[src/rtl/multicycle_ctrl_pkg.sv]
// Shared definitions for the 16-bit multi-cycle CPU control path.
//   word_size / op_size : datapath width and opcode / ALU-select width
//   OP_*                : instruction opcodes (ir[15:12])
//   state_t             : control FSM states
//   cls_t               : instruction class produced by ctrl_decode
package cpu_defs;

  localparam int word_size = 16;
  localparam int op_size   = 4;

  localparam logic [op_size-1:0] OP_LW   = 4'b0001;
  localparam logic [op_size-1:0] OP_LB   = 4'b0010;
  localparam logic [op_size-1:0] OP_SW   = 4'b0011;
  localparam logic [op_size-1:0] OP_SB   = 4'b0100;
  localparam logic [op_size-1:0] OP_AND  = 4'b0101;
  localparam logic [op_size-1:0] OP_OR   = 4'b0110;
  localparam logic [op_size-1:0] OP_ADD  = 4'b0111;
  localparam logic [op_size-1:0] OP_SUB  = 4'b1000;
  localparam logic [op_size-1:0] OP_SLT  = 4'b1001;
  localparam logic [op_size-1:0] OP_BEQ  = 4'b1010;
  localparam logic [op_size-1:0] OP_JUMP = 4'b1011;
  localparam logic [op_size-1:0] OP_ADDI = 4'b1100;

  typedef enum logic [2:0] {
    ST_IDLE,
    ST_FETCH,
    ST_DECODE,
    ST_EXEC,
    ST_MEM,
    ST_WB,
    ST_TRAP
  } state_t;

  // ADDI shares CLS_RTYPE: both finish with a register write of alu_out.
  typedef enum logic [2:0] {
    CLS_RTYPE,
    CLS_LOAD,
    CLS_STORE,
    CLS_BRANCH,
    CLS_JUMP,
    CLS_ILLEGAL
  } cls_t;

endpackage

[src/rtl/ctrl_decode.sv]
// Combinational opcode decoder.
//   opcode    : ir[15:12]
//   alu_sel   : ALU operation for this instruction
//   alu_b_imm : 1 = ALU operand B is the sign-extended immediate
//   cls       : instruction class driving the FSM path
//   rf_wsel   : register write source, 1 = memory read data
//   waddr_rt  : 1 = destination is ir[7:4], 0 = ir[3:0]
//   byte_op   : 1 = byte-wide memory access
module ctrl_decode
  import cpu_defs::*;
(
  input  logic [op_size-1:0] opcode,
  output logic [op_size-1:0] alu_sel,
  output logic               alu_b_imm,
  output cls_t               cls,
  output logic               rf_wsel,
  output logic               waddr_rt,
  output logic               byte_op
);

  always_comb begin
    alu_sel   = OP_ADD;
    alu_b_imm = 1'b0;
    cls       = CLS_ILLEGAL;
    rf_wsel   = 1'b0;
    waddr_rt  = 1'b0;
    byte_op   = 1'b0;
    case (opcode)
      OP_AND, OP_OR, OP_ADD, OP_SUB, OP_SLT: begin
        alu_sel = opcode;
        cls     = CLS_RTYPE;
      end
      OP_ADDI: begin
        alu_b_imm = 1'b1;
        cls       = CLS_RTYPE;
        waddr_rt  = 1'b1;
      end
      OP_LW, OP_LB: begin
        alu_b_imm = 1'b1;
        cls       = CLS_LOAD;
        rf_wsel   = 1'b1;
        waddr_rt  = 1'b1;
        byte_op   = (opcode == OP_LB);
      end
      OP_SW, OP_SB: begin
        alu_b_imm = 1'b1;
        cls       = CLS_STORE;
        byte_op   = (opcode == OP_SB);
      end
      OP_BEQ: begin
        // Equality is tested as rs - rt == 0 via the zero flag.
        alu_sel = OP_SUB;
        cls     = CLS_BRANCH;
      end
      OP_JUMP: begin
        cls = CLS_JUMP;
      end
      default: begin
        cls = CLS_ILLEGAL;
      end
    endcase
  end

endmodule

[src/rtl/multicycle_ctrl.sv]
// Multi-cycle control unit for the 16-bit CPU (sits directly upstream of the ALU).
// Fetches over the shared memory port, holds PC/IR, decodes and sequences
// FETCH -> DECODE -> EXEC -> [MEM] -> [WB].
//   clk, rst_n           : clock (rising edge), synchronous active-low reset
//   mem_*                : shared memory port (req/ready handshake, wait states allowed)
//   alu_out, alu_zero_flag : ALU result and zero flag from the datapath
//   alu_sel, alu_b_imm, imm_ext : ALU operation, operand-B mux, immediate
//   rf_*                 : register-file read addresses, write strobe/address/source
//   pc, ir               : program counter (word-addressed) and instruction register
//   illegal              : sticky illegal-opcode flag (held until reset)
module multicycle_ctrl #(
  parameter int word_size     = 16,
  parameter int op_size       = 4,
  parameter int reg_addr_size = 4
) (
  input  logic                     clk,
  input  logic                     rst_n,
  output logic                     mem_req,
  output logic                     mem_we,
  output logic                     mem_byte,
  output logic [word_size-1:0]     mem_addr,
  input  logic                     mem_ready,
  input  logic [word_size-1:0]     mem_rdata,
  input  logic [word_size-1:0]     alu_out,
  input  logic                     alu_zero_flag,
  output logic [op_size-1:0]       alu_sel,
  output logic                     alu_b_imm,
  output logic [word_size-1:0]     imm_ext,
  output logic [reg_addr_size-1:0] rf_raddr1,
  output logic [reg_addr_size-1:0] rf_raddr2,
  output logic                     rf_we,
  output logic [reg_addr_size-1:0] rf_waddr,
  output logic                     rf_wsel,
  output logic [word_size-1:0]     pc,
  output logic [word_size-1:0]     ir,
  output logic                     illegal
);
  import cpu_defs::*;

  state_t state, state_nxt;
  cls_t   cls_q;
  logic   byte_q;

  logic [op_size-1:0] dec_alu_sel;
  logic               dec_alu_b_imm;
  cls_t               dec_cls;
  logic               dec_rf_wsel;
  logic               dec_waddr_rt;
  logic               dec_byte_op;

  ctrl_decode u_decode (
    .opcode    (ir[word_size-1 -: op_size]),
    .alu_sel   (dec_alu_sel),
    .alu_b_imm (dec_alu_b_imm),
    .cls       (dec_cls),
    .rf_wsel   (dec_rf_wsel),
    .waddr_rt  (dec_waddr_rt),
    .byte_op   (dec_byte_op)
  );

  assign imm_ext   = {{(word_size-4){ir[3]}}, ir[3:0]};
  assign rf_raddr1 = ir[11:8];
  assign rf_raddr2 = ir[7:4];

  // State, PC/IR and the decoded controls registered at DECODE, which then
  // stay stable until the next DECODE.
  always_ff @(posedge clk) begin
    if (!rst_n) begin
      state     <= ST_IDLE;
      pc        <= '0;
      ir        <= '0;
      alu_sel   <= '0;
      alu_b_imm <= 1'b0;
      rf_waddr  <= '0;
      rf_wsel   <= 1'b0;
      cls_q     <= CLS_RTYPE;
      byte_q    <= 1'b0;
    end else begin
      state <= state_nxt;
      case (state)
        ST_FETCH: begin
          if (mem_ready) begin
            ir <= mem_rdata;
            pc <= pc + word_size'(1);
          end
        end
        ST_DECODE: begin
          alu_sel   <= dec_alu_sel;
          alu_b_imm <= dec_alu_b_imm;
          rf_wsel   <= dec_rf_wsel;
          rf_waddr  <= dec_waddr_rt ? ir[7:4] : ir[3:0];
          cls_q     <= dec_cls;
          byte_q    <= dec_byte_op;
        end
        ST_EXEC: begin
          // pc already points past this instruction.
          if (cls_q == CLS_BRANCH && alu_zero_flag) begin
            pc <= pc + imm_ext;
          end else if (cls_q == CLS_JUMP) begin
            pc <= {pc[word_size-1 -: 4], ir[word_size-5:0]};
          end
        end
        default: ;
      endcase
    end
  end

  // Next-state and per-state strobes.
  always_comb begin
    state_nxt = state;
    mem_req   = 1'b0;
    mem_we    = 1'b0;
    mem_byte  = 1'b0;
    mem_addr  = pc;
    rf_we     = 1'b0;
    illegal   = 1'b0;
    case (state)
      ST_IDLE: begin
        state_nxt = ST_FETCH;
      end
      ST_FETCH: begin
        mem_req = 1'b1;
        if (mem_ready) state_nxt = ST_DECODE;
      end
      ST_DECODE: begin
        state_nxt = (dec_cls == CLS_ILLEGAL) ? ST_TRAP : ST_EXEC;
      end
      ST_EXEC: begin
        case (cls_q)
          CLS_BRANCH, CLS_JUMP: state_nxt = ST_FETCH;
          CLS_LOAD, CLS_STORE:  state_nxt = ST_MEM;
          default:              state_nxt = ST_WB;
        endcase
      end
      ST_MEM: begin
        mem_req  = 1'b1;
        mem_addr = alu_out;
        mem_we   = (cls_q == CLS_STORE);
        mem_byte = byte_q;
        if (mem_ready) state_nxt = (cls_q == CLS_LOAD) ? ST_WB : ST_FETCH;
      end
      ST_WB: begin
        rf_we     = 1'b1;
        state_nxt = ST_FETCH;
      end
      ST_TRAP: begin
        illegal = 1'b1;
      end
      default: begin
        state_nxt = ST_IDLE;
      end
    endcase
  end

endmodule

[config.mk]
export PLATFORM = sky130hd
export DESIGN_NAME = multicycle_ctrl
export DESIGN_NICKNAME = d
export VERILOG_FILES = /design/src/rtl/multicycle_ctrl_pkg.sv /design/src/rtl/ctrl_decode.sv /design/src/rtl/multicycle_ctrl.sv
export SDC_FILE = /design/constraint.sdc
export NUM_CORES = 1
export LEC_CHECK = 0
export ABC_AREA = 1
export BUFFER_PORTS_ARGS = -buffer_cell sky130_fd_sc_hd__buf_2
export CAP_MARGIN = 20
export CORE_ASPECT_RATIO = 0.7
export CORE_MARGIN = 1.5
export CORE_UTILIZATION = 25
export CTS_CLUSTER_DIAMETER = 150
export DETAILED_ROUTE_END_ITERATION = 7
export PLACE_DENSITY = 0.55
export SYNTH_ARGS = -nofsm -noshare
export SYNTH_HDL_FRONTEND = slang
export SYNTH_HIERARCHICAL = 1
export SYNTH_SLANG_ARGS = --single-unit
[constraint.sdc]
create_clock -name clk -period 2.9 [get_ports clk]
set_input_delay 0.58 -clock clk [delete_from_list [all_inputs] [get_ports clk]]
set_output_delay 0.58 -clock clk [all_outputs]
set_load 0.005 [all_outputs]
==> results of run 1 <==
-- power groups by stage --
stage	Clock [W]	Sequential, W	Combinational (W)
floorplan	0	0.000949	0.000777
global placement	0	0.000975	0.00114
detailed placement	0	0.000978	0.00113
CTS	0.000603	0.000964	0.00114
global route	0.000634	0.000988	0.00130
finish	0.000592	0.000965	0.00114
-- final timing paths --
check             startpoint           end  slack [ns]  cells after the start
setup / recovery    state[1]  mem_addr[14]        0.43                      6
hold / removal        byte_q        byte_q        0.46                      2
setup reg to reg       pc[2]         pc[5]        0.70                      9
hold reg to reg       byte_q        byte_q        0.46                      2
-- cells in the final DEF, fill, tap and decap left out, types with 7 or more instances in the layout --
master	count
dfxtp_1	49
nor3_1	7
a21oi_1	51
buf_2	122
buf_4	8
inv_1	74
o21ai_0	77
nand2_1	151
nor2_1	82
xor2_1	8
o21ai_1	7
ha_1	16
nand3_1	47
inv_2	9
-- per-stage QoR --
stage	util (%)	setup WS, ns	hold WS [ns]
5_1_grt	30.57	0.1710	0.4880
2_1_floorplan	-	0.8309	0.4301
3_3_place_gp	29.65	0.7462	0.4523
6_report	30.57	0.4255	0.4566
4_1_cts	30.57	0.4268	0.4637
3_5_place_dp	29.65	0.7539	0.4529
-- layout make-up --
type	count	area, µm²	area share (%)
multi-input combinational	480	2382	50.28
sequential	49	980.9	20.70
timing repair buffer	130	670.6	14.15
clock buffer	7	142.6	3.010
tap	200	250.2	5.281
inverter	83	311.5	6.575
-- flip-flops by register name (all words and copies together), names as in the netlist --
signal / cells
alu_b_imm: 1
ir: 16
rf_waddr: 4
state: 3
byte_q: 1
cls_q: 3
rf_wsel: 1
pc: 16
alu_sel: 4
-- metal layers --
metal / global-route usage [%] / up-vias / share of wire [%]
li1: - / 2295 / -
met1: 25.07 / 1876 / 57
met2: 20.81 / 145 / 36
met3: 2.806 / 4 / 6.8
met4: 1.872 / 0 / 0.33
met5: 0 / - / 0
-- critical path, stage by stage, from the launching register on --
cell and delay, ns:
dfxtp_1 0.39, inv_2 0.12, nand3_2 0.17, inv_1 0.56
nand2_1 0.09, o21ai_0 0.11, buf_2 0.15
-- logic make-up after synthesis --
kind of cell             count (synthesis)
AO/OA/AOI/OAI                          147
flip-flops                              49
AND/OR/NAND/NOR                        306
XOR/XNOR                                10
adder cells (fa/ha/maj)                 17
buffers and inverters                  126
==> run metrics, run 1 <==
area leader, netlist dfxtp_1; drt pass-1 iters 5; vias in the first global route 3813; placed insts 942; Non-Filler Instances 949; 1st-iter DRT viols 307; most frequent cell after synthesis nand2_1; Final Power 0.002698 W; Clock Sinks 49; register bit total from synthesis 49; first-pass GRT wire length 20540 µm; Commonest cells post-synth nand2_1, nor2_1, o21ai_0, inv_1, a21oi_1; Final Slew Violations 0; die height 108.4 µm; detailed-placement wirelength estimate 10300 µm; Remaining Overflow, GRT 0; share of post-route cells with drive strength above 1 21.36%; Row Count 38; worst skew pair latency 0.29 ns; Slew HR 45.07%; Post-Synth XOR/XNOR Area 2.210%; clock share of power 21.9%; outcome finished, final reports clean; post-synthesis cell count 655; Yosys top cell area share 24.75%; Residual DRC 0; Via density 4.552; EDFF count, synth 0; main combinational cell family by area after synthesis simple AND/OR/NAND/NOR gates; Worst EP arrival 1.89 ns; Worst Setup Start Kind flop; share of power burned in registers 35.8%; Core Footprint 0.01550 mm²; number of synthesis warnings 6; minimum clock period 2.475 ns; internal power 0.001576 W; Switch Pwr 0.001123 W; sequential share of the synthesized area 24.75%; Cell variety after synth 32; syn_nets 708; adder-cell share of the synthesized area 5.556%; CTS H-tree lvls 2; critical setup path kind flop to primary output; layout filler cell count 1762; max-cap violation count 0; leak pwr 2.391 nW; clk slew on worst S/H paths 0.07 ns; Cell Area, Synth 0.003964 mm²; Root Driver clkbuf_16; Hold-fix buffers, CTS 0; area growth from synthesis to layout 19.54%; post-synthesis mux area share 0%; largest net degree at the start of global routing 47; CTS tree built; I/O pin cnt 123; CP max FO 30; WP data required 2.32 ns; Worst setup EP type primary output; ANT cells 0; Primary FF master, synth dfxtp_1; GRT Total Usage 15.44%; clk_skew 0.004989 ns; initial core utilization 25.57%; Synth async-reset ratio 0%; RSZ-0062 raised after global routing no; DP Area 0.004596 mm²; f_max 0.4041 GHz; wire length per cell 13.46 µm; setup TNS 0 ns; Synth Area in Compound Gates 19.41%; clk buf depth 2; sw frac 41.61%; nets 802; post-route cell area 0.004738 mm²; Die W 153.5 µm; PwrDens 569.5 mW/mm²; syn avg cell area 6.052 µm²; Worst-Margin Slew 0.8154 ns; Worst VDD drop 0.0002674 V; Num CTS Buffers 5; post_cts resized 0; initial antenna violation count 0; RePlAce Congestion 0.8707; Tightest Hold Check Type flop to flop; DIE AREA 0.01663 mm²; simple-gate area share of the yosys netlist 32.92%; via count 4320; WL final 12780 µm; ANT nets after route 0; Synth area leaders dfxtp_1, nand2_1, o21ai_0; fin crit share 85.33%; PortBufs 122; Combinational Power Share 42.3%; Final setup viols 0; Final Hold Viols 0; Post-CTS Setup Bufs 0
(Power assumes the default switching activity.)
==> inputs of run 2 (changes only) <==
--- a/config.mk
+++ b/config.mk
@@ -5,7 +5,6 @@
 export SDC_FILE = /design/constraint.sdc
 export NUM_CORES = 1
 export LEC_CHECK = 0
-export ABC_AREA = 1
 export BUFFER_PORTS_ARGS = -buffer_cell sky130_fd_sc_hd__buf_2
 export CAP_MARGIN = 20
 export CORE_ASPECT_RATIO = 0.7
==> run 2 against run 1 <==
Compared with the run above:
- fmax shrank 4.4%
- global-route usage grew 0.67 points
- critical endpoint is now mem_addr[2]
- setup slack lost 0.11 ns
- count of clock-buffer cells in the layout is the same
- final area shrank 1.9%
- power shrank 35%
- sequential power shrank 20%
- largest cell class unchanged
==> run metrics, run 2 <==
outcome finished, final reports clean (unchanged); Root Driver clkbuf_16 (unchanged); Hold-fix buffers, CTS 0 (unchanged); first-pass GRT wire length 20410 µm (was 20540 µm); clk slew on worst S/H paths 0.08 ns (was 0.07 ns); Tightest Hold Check Type flop to flop (unchanged); Final setup viols 0 (unchanged); 1st-iter DRT viols 404 (was 307); PortBufs 122 (unchanged); multi-input logic area 0.002485 mm² (was 0.002382 mm²); Row Count 37 (was 38); sequential share of the synthesized area 25.59% (was 24.75%); CTS tree built (unchanged); CP max FO 17 (was 30); Worst Setup Start Kind flop (unchanged); Core Util, Final 31.27% (was 30.57%); top flop regs ir (16), pc (16) (unchanged); syn avg cell area 7.637 µm² (was 6.052 µm²); Synth area leaders dfxtp_1, nand2_1, a21oi_1 (was dfxtp_1, nand2_1, o21ai_0); Slew HR 56.16% (was 45.07%); Cell variety after synth 74 (was 32); Final Slew Violations 0 (unchanged); nets 644 (was 802); RSZ-0062 raised after global routing no (unchanged); die height 106.6 µm (was 108.4 µm); area growth from synthesis to layout 21.21% (was 19.54%); Clock Sinks 49 (unchanged); post-synthesis cell count 502 (was 655); setup TNS 0 ns (unchanged); vias in the first global route 3773 (was 3813); WL final 13120 µm (was 12780 µm); GRT Total Usage 16.10% (was 15.44%); clk buf depth 2 (unchanged); CTS H-tree lvls 2 (unchanged); register bit total from synthesis 49 (unchanged); Cell Area, Synth 0.003834 mm² (was 0.003964 mm²); clk_skew 0.01275 ns (was 0.004989 ns); worst skew pair latency 0.30 ns (was 0.29 ns); ANT nets after route 0 (unchanged); Yosys top cell area share 25.59% (was 24.75%); most frequent cells in the layout buf_2, nand2_1, a21oi_1 (was nand2_1, buf_2, nor2_1); leak pwr 2.041 nW (was 2.391 nW); post-place setup slack 0.5312 ns (was 0.7539 ns); Residual DRC 0 (unchanged); DIE AREA 0.01610 mm² (was 0.01663 mm²); post_cts resized 0 (unchanged); Post-CTS Setup Bufs 0 (unchanged); Core Footprint 0.01486 mm² (was 0.01550 mm²); Num CTS Buffers 5 (unchanged); largest net degree at the start of global routing 28 (was 47); register area 980.9 µm² (unchanged); number of synthesis warnings 6 (unchanged); wire length per cell 16.66 µm (was 13.46 µm); Final Hold Viols 0 (unchanged); area leader, netlist dfxtp_1 (unchanged); ANT cells 0 (unchanged); WP data required 2.32 ns (about the same); f_max 0.3864 GHz (was 0.4041 GHz); Non-Filler Instances 787 (was 949); Worst VDD drop 0.0002469 V (was 0.0002674 V); Die W 151.0 µm (was 153.5 µm); Worst EP arrival 2.01 ns (was 1.89 ns); syn_nets 555 (was 708); Commonest cells post-synth nand2_1, a21oi_1, dfxtp_1, o21ai_0, nor2_1 (was nand2_1, nor2_1, o21ai_0, inv_1, a21oi_1); share of post-route cells with drive strength above 1 29.22% (was 21.36%); PwrDens 379.2 mW/mm² (was 569.5 mW/mm²); layout filler cell count 1559 (was 1762); Min Hold Slack 0.4537 ns (was 0.4566 ns); Worst-Margin Slew 0.6525 ns (was 0.8154 ns); fin crit share 89.23% (was 85.33%); Synth async-reset ratio 0% (unchanged); Primary FF master, synth dfxtp_1 (unchanged); Worst Setup Slack, final 0.3123 ns (was 0.4255 ns); critical setup path kind flop to primary output (unchanged); Remaining Overflow, GRT 0 (unchanged); I/O pin cnt 123 (unchanged); EDFF count, synth 0 (unchanged); drt pass-1 iters 5 (unchanged); via count 4091 (was 4320); Worst setup EP type primary output (unchanged); detailed-placement wirelength estimate 10040 µm (was 10300 µm); initial antenna violation count 0 (unchanged); most common cell after layout, fill and taps aside buf_2 (was nand2_1); max-cap violation count 0 (unchanged); Via density 5.198 (was 4.552); minimum clock period 2.588 ns (was 2.475 ns); initial core utilization 25.80% (was 25.57%); placed insts 779 (was 942); most frequent cell after synthesis nand2_1 (unchanged); RePlAce Congestion 0.9135 (was 0.8707)
[run 2: cell count changes in the layout (fill, tap and decap cells not counted), sizes merged, moves of 12 or more]
cell,before,now
nor2,87,26
o21ai,84,27
inv,83,11
mux2,0,12
nand3,49,16
nand2,154,78
[run 2: area by class of cell]
class,instances,share of cell area [%]
timing repair buffer,139,15.89
multi-input combinational,385,53.47
clock inverter,1,0.1077
inverter,11,0.8885
sequential,49,21.11
tap,195,5.250
clock buffer,7,3.285
[run 2: metal layers]
metal | share of wire (%) | vias to the layer above | GRT usage (%)
li1 | - | 1983 | -
met1 | 49 | 1923 | 23.57
met3 | 7.2 | 13 | 3.319
met5 | 0 | - | 0
met2 | 42 | 172 | 24.10
met4 | 1.3 | 0 | 3.398
[run 2: through the flow]
step	cell area [µm²]	power, W
after floorplan	3834	0.001005
after global placement	4489	0.001127
after detailed placement	4489	0.001132
after CTS	4647	0.001779
after global routing	4647	0.001849
final	4647	0.001762
[run 2: logic make-up after synthesis]
kind of cell	after synthesis	synth area share, %
flops	49	25.59
compound gates	152	26.47
fa+ha+maj	18	6.038
simple gates	183	23.47
xor+xnor	13	2.970
buf+inv	68	10.12
mux	19	5.353
[run 2: final timing paths]
check                start  slack [ns]          end  cells past startpoint
setup / recovery  state[2]        0.31  mem_addr[2]                      4
hold reg to reg     byte_q        0.45       byte_q                      2
setup reg to reg     pc[0]        0.50       pc[12]                      7
hold / removal      byte_q        0.45       byte_q                      2
[run 2: report_power, final]
| part | switching (W) | internal (W) |
|---|---|---|
| sequential | 0.0000650 | 0.000703 |
| combinational | 0.000191 | 0.000159 |
| clock | 0.000278 | 0.000367 |
[run 2: worst max-delay path, stage by stage, from the launching register on]
cell     delay, ns
dfxtp_1       0.62
nor3b_2       0.29
buf_4         0.30
mux2_2        0.37
buf_2         0.12
